===== config.mk =====
export PLATFORM = sky130hd
export DESIGN_NAME = wb_regfile_sched
export DESIGN_NICKNAME = d
export VERILOG_FILES = /design/src/rtl/wb_regfile_sched.sv
export SDC_FILE = /design/constraint.sdc
export NUM_CORES = 1
export LEC_CHECK = 0
export ABC_AREA = 1
export CAP_MARGIN = 10
export CORE_UTILIZATION = 48
export DETAILED_ROUTE_END_ITERATION = 16
export PLACE_DENSITY_LB_ADDON = 0.15
export SLEW_MARGIN = 20
export SYNTH_ARGS = -nofsm -noshare
export SYNTH_HDL_FRONTEND = slang
export SYNTH_SLANG_ARGS = --single-unit

===== constraint.sdc =====
create_clock -name clk_i -period 1.95 [get_ports clk_i]
set_input_delay 0.195 -clock clk_i [delete_from_list [all_inputs] [get_ports clk_i]]
set_output_delay 0.195 -clock clk_i [all_outputs]
set_load 0.02 [all_outputs]

===== src/rtl/wb_regfile_sched.sv =====
// Writeback scheduler: serialises up to two register writes per committed instruction
// onto a single register-file write port, and forwards pending values to decode.
module wb_regfile_sched #(
   parameter logic [3:0] RNONE = 4'hF
) (
   input  logic        clk_i,
   input  logic        rst_n_i,
   input  logic        valid_i,
   input  logic [3:0]  dstE_i,
   input  logic [63:0] valE_i,
   input  logic [3:0]  dstM_i,
   input  logic [63:0] valM_i,
   output logic        ready_o,
   output logic        rf_we_o,
   output logic [3:0]  rf_waddr_o,
   output logic [63:0] rf_wdata_o,
   input  logic [3:0]  srcA_i,
   input  logic [3:0]  srcB_i,
   output logic        fwdA_hit_o,
   output logic [63:0] fwdA_data_o,
   output logic        fwdB_hit_o,
   output logic [63:0] fwdB_data_o,
   output logic [15:0] wr_count_o
);

   localparam int unsigned AW = 4;
   localparam int unsigned DW = 64;
   localparam int unsigned CW = 16;

   typedef enum logic {IDLE, DRAIN} state_t;

   state_t          state_q, state_d;
   logic            we_q, we_d;
   logic [AW-1:0]   waddr_q, waddr_d;
   logic [DW-1:0]   wdata_q, wdata_d;
   logic [AW-1:0]   pend_addr_q, pend_addr_d;
   logic [DW-1:0]   pend_data_q, pend_data_d;
   logic [CW-1:0]   wr_count_q, wr_count_d;

   logic            need_e, need_m;

   // A shared destination collapses to the M write only (e.g. popq %rsp).
   always_comb begin
      need_m = (dstM_i != RNONE);
      need_e = (dstE_i != RNONE) && !(need_m && (dstE_i == dstM_i));
   end

   always_comb begin
      state_d     = state_q;
      we_d        = 1'b0;
      waddr_d     = RNONE;
      wdata_d     = '0;
      pend_addr_d = pend_addr_q;
      pend_data_d = pend_data_q;

      case (state_q)
         IDLE: begin
            if (valid_i) begin
               if (need_e && need_m) begin
                  we_d        = 1'b1;
                  waddr_d     = dstE_i;
                  wdata_d     = valE_i;
                  pend_addr_d = dstM_i;
                  pend_data_d = valM_i;
                  state_d     = DRAIN;
               end else if (need_e) begin
                  we_d    = 1'b1;
                  waddr_d = dstE_i;
                  wdata_d = valE_i;
               end else if (need_m) begin
                  we_d    = 1'b1;
                  waddr_d = dstM_i;
                  wdata_d = valM_i;
               end
            end
         end
         DRAIN: begin
            we_d        = 1'b1;
            waddr_d     = pend_addr_q;
            wdata_d     = pend_data_q;
            pend_addr_d = RNONE;
            pend_data_d = '0;
            state_d     = IDLE;
         end
         default: state_d = IDLE;
      endcase

      wr_count_d = we_d ? (wr_count_q + CW'(1)) : wr_count_q;
   end

   always_ff @(posedge clk_i or negedge rst_n_i) begin
      if (!rst_n_i) begin
         state_q     <= IDLE;
         we_q        <= 1'b0;
         waddr_q     <= RNONE;
         wdata_q     <= '0;
         pend_addr_q <= RNONE;
         pend_data_q <= '0;
         wr_count_q  <= '0;
      end else begin
         state_q     <= state_d;
         we_q        <= we_d;
         waddr_q     <= waddr_d;
         wdata_q     <= wdata_d;
         pend_addr_q <= pend_addr_d;
         pend_data_q <= pend_data_d;
         wr_count_q  <= wr_count_d;
      end
   end

   // Pending M write is the newest value, so it takes priority over the write port.
   function automatic logic [DW:0] fwd_lookup(
      input logic [AW-1:0] src,
      input logic          drain,
      input logic [AW-1:0] paddr,
      input logic [DW-1:0] pdata,
      input logic          we,
      input logic [AW-1:0] waddr,
      input logic [DW-1:0] wdata
   );
      logic [DW:0] r;
      r = '0;
      if (src != RNONE) begin
         if (drain && (paddr == src))   r = {1'b1, pdata};
         else if (we && (waddr == src)) r = {1'b1, wdata};
      end
      return r;
   endfunction

   logic [DW:0] fwd_a, fwd_b;

   always_comb begin
      fwd_a = fwd_lookup(srcA_i, state_q == DRAIN, pend_addr_q, pend_data_q,
                         we_q, waddr_q, wdata_q);
      fwd_b = fwd_lookup(srcB_i, state_q == DRAIN, pend_addr_q, pend_data_q,
                         we_q, waddr_q, wdata_q);
   end

   assign ready_o     = (state_q == IDLE);
   assign rf_we_o     = we_q;
   assign rf_waddr_o  = waddr_q;
   assign rf_wdata_o  = wdata_q;
   assign fwdA_hit_o  = fwd_a[DW];
   assign fwdA_data_o = fwd_a[DW-1:0];
   assign fwdB_hit_o  = fwd_b[DW];
   assign fwdB_data_o = fwd_b[DW-1:0];
   assign wr_count_o  = wr_count_q;

endmodule


==> results.json <==
{
  "hold_viol_final": 0,
  "via_count": 14310,
  "maxSlewHeadroom_pct": 58.85,
  "path_buf_inv": 4,
  "rsz0062_at_grt": "true",
  "seq_area_frac_synth_pct": 33.98,
  "cts.sinks": 154,
  "setup_ws_ps": -560.6,
  "worstSetupEndpointType": "primary output",
  "ios": 363,
  "timing.final.crit_share_pct": 128.7,
  "synth_top_area_share_pct": 32.13,
  "dp.cells": 2569,
  "drt-initial-drc-count": 1441,
  "final_util_pct": 75.56,
  "fill_cells": 1838,
  "grt_usage_pct": 36.80,
  "slew_viol_final": 0,
  "grt_pass1_wl_um": 69720,
  "grt_pass1_vias": 13430,
  "drive_gt1_share_pct": 17.91,
  "synth-edff-count": 0,
  "clk_latency_ps": 440,
  "gp_congestion": 0.9267,
  "cp_cell_sequence": "inv_2 -> nand2_2 -> nand3_2 -> nand3b_1 -> nand2_2 -> nand2_8 -> clkbuf_16 -> buf_4 -> nor2_2 -> buf_4",
  "synth-seq-cells": 154,
  "synth_area_leaders": "dfrtp_1 (32%), nand2_1 (24%), nand3_1 (12%), inv_1 (9.6%), nor2_1 (7.4%)",
  "initial_utilization_pct": 49.62,
  "regToRegStartpoint": "state_q",
  "cts_tree": "built",
  "core_area_sq_um": 22920,
  "cp.required_ps": 1750,
  "power_mw": 13.36,
  "yosysTopAreaCell": "dfrtp_1",
  "antenna_left": 0,
  "pwr_density_cell_nw_per_um2": 771.3,
  "maxCapViolCount": 0,
  "p_leak_nw": 9.374,
  "min_period_ps": 2511,
  "synth_most_common_cell": "nand2_1",
  "dp_hpwl_um": 30370,
  "crit_family": "simple AND/OR/NAND/NOR gates",
  "path_clk_slew_ps": 70,
  "fp.dieW_um": 155.9,
  "gr-total-overflow": 0,
  "synth.avg_cell_area_sq_um": 5.852,
  "cp.arrival_ps": 2320,
  "cp_slowest_cell": "dfstp_2",
  "critPathMaxStageDelay_ps": 540,
  "numCtsBuffers": 17,
  "syn-num-nets": 2091,
  "synth_cell_types": 27,
  "violations": "negative setup slack",
  "syn_inst": 1943,
  "hp-class": "in -> async",
  "finClkSkew_ps": 13.40,
  "dpl_cell_area_sq_um": 15830,
  "cts-root-buf": "clkbuf_16",
  "synthTopCellsByCount": "nand2_1 (740), inv_1 (291), nand3_1 (272), nor2_1 (223), dfrtp_1 (146)",
  "area_growth_pct": 52.28,
  "wl_um": 46930,
  "synth_ff_type": "dfrtp_1",
  "postSynth.asyncResetShare_pct": 100.0,
  "syn_area_sq_um": 11370,
  "worst_setup_path_start_kind": "flip-flop",
  "fmax_mhz": 398.3,
  "grt_start_max_net_pins": 100,
  "ir_worst_vdd_v": 0.0007149,
  "fin_cells": 2633,
  "synth-warning-count": 0,
  "crit_fanout": 7,
  "ctsLongestPathBuffers": 2,
  "tightestPinTransition_ps": 617.3,
  "tns_ps": -59450,
  "vias_per_cell": 5.435,
  "finalNetCount": 2452,
  "antenna_found_initial": 4,
  "setup_viol": 130,
  "status": "finished, violations left",
  "die_h_um": 155.9,
  "row_count": 55,
  "h-tree-depth": 4,
  "crit_type": "reg -> out",
  "drt-wirelength-per-cell_um": 17.82,
  "critPathLaunch": "pend_addr_q[0]",
  "die_area_sq_um": 24310,
  "port-buffer-count": 362,
  "drt_pre_antenna_iters": 8,
  "fin_area_sq_um": 17320,
  "drcViolationCount": 0
}
## power breakdown
part | internal [mW] | switching [mW] | leakage [nW]
sequential | 3.74 | 0.521 | 1.94
clock | 1.92 | 1.51 | 0.279
combinational | 2.32 | 3.34 | 7.15
total | 7.98 | 5.37 | 9.37
## stage by stage
stage          setup WS [ps]  hold slack [ps]
4_1_cts               -594.1            322.2
2_1_floorplan          112.4           -100.6
3_5_place_dp          -782.5            212.8
5_1_grt               -604.9            346.1
3_3_place_gp          -781.0            208.6
6_report              -560.6            298.8
## logic make-up (layout without fill, tap and decap cells)
| group | after synthesis | count (layout) | share of synthesized area [%] |
|---|---|---|---|
| compound gates | 18 | 18 | 0.8252 |
| xor+xnor | 12 | 12 | 0.9243 |
| fa+ha+maj | 1 | 1 | 0.1100 |
| buf+inv | 431 | 805 | 15.20 |
| flops | 154 | 154 | 33.98 |
| mux | 3 | 3 | 0.2641 |
| other cells | 0 | 3 | 0 |
| simple gates | 1324 | 1324 | 48.70 |
## per-layer routing
layer	part of all wire (%)	GRT usage [%]	up-vias
li1	-	-	6612
met1	37	45.91	6493
met2	47	60.48	1008
met3	11	6.194	194
met4	5.2	20.54	4
met5	0.053	0	-
## worst reg2reg max path: stages, from the launching register on
cell	delay, ps
dfrtp_4	450
buf_4	370
buf_8	550
nor2_1	180
nand2_1	120
nand2_1	60
## state kept, by name, summed over array words and instances (netlist names)
name         flops
pend_addr_q      4
pend_data_q     64
rf_waddr_o       4
rf_wdata_o      64
rf_we_o          1
state_q          1
wr_count_o      16
## path summary, 6_finish.rpt
| check | end | slack [ps] | cells after the start |
|---|---|---|---|
| min | wr_count_o[7] | 300 | 2 |
| min reg2reg | rf_wdata_o[50] | 510 | 2 |
| min in group clk_i | pend_data_q[63] | 400 | 5 |
| max reg2reg | pend_data_q[20] | 120 | 5 |
| max in group asynchronous | rf_waddr_o[2] | 970 | 3 |
| max | fwdA_data_o[37] | -560 | 10 |
## cell usage in the layout (no fill, tap or decap), drive strengths merged, types with 2 or more instances in the layout
master         synthesis  final
o21ai                 12     12
mux2i                  3      3
clkinvlp               0      3
o22ai                  3      3
inv                  297    302
nor2                 223    223
nand3b                 3      3
clkinv                 0      4
clkdlybuf4s50          0    230
bufinv                 0      2
xnor2                  2      2
diode                  0      3
xor2                  10     10
buf                   80    231
nand4                 71     71
clkbuf                54     31
a21oi                  3      3
nand3                273    273
nor3                  11     11
dfstp                  8      8
dfrtp                146    146
nand2                741    741
## layout make-up
| cell class | count | area, sq um | share of cell area [%] |
|---|---|---|---|
| clock inverter | 14 | 161.4 | 0.9321 |
| clock buffer | 18 | 429.2 | 2.478 |
| tap | 313 | 391.6 | 2.262 |
| timing repair buffer | 476 | 4977 | 28.74 |
| multi-input combinational | 1358 | 6365 | 36.76 |
| antenna | 3 | 7.507 | 0.04336 |
| inverter | 297 | 1116 | 6.446 |
| sequential | 154 | 3867 | 22.34 |
## repair_timing
item	in CTS	in global routing
endpoints found under the hold margin	48	0
gates cloned	5	10
gates resized for setup	567	281
pin swaps	20	40
setup buffers	9	6
hold buffers	1	0
setup endpoints to repair	201	231
No activity file was read; power rests on OpenSTA's default activity.
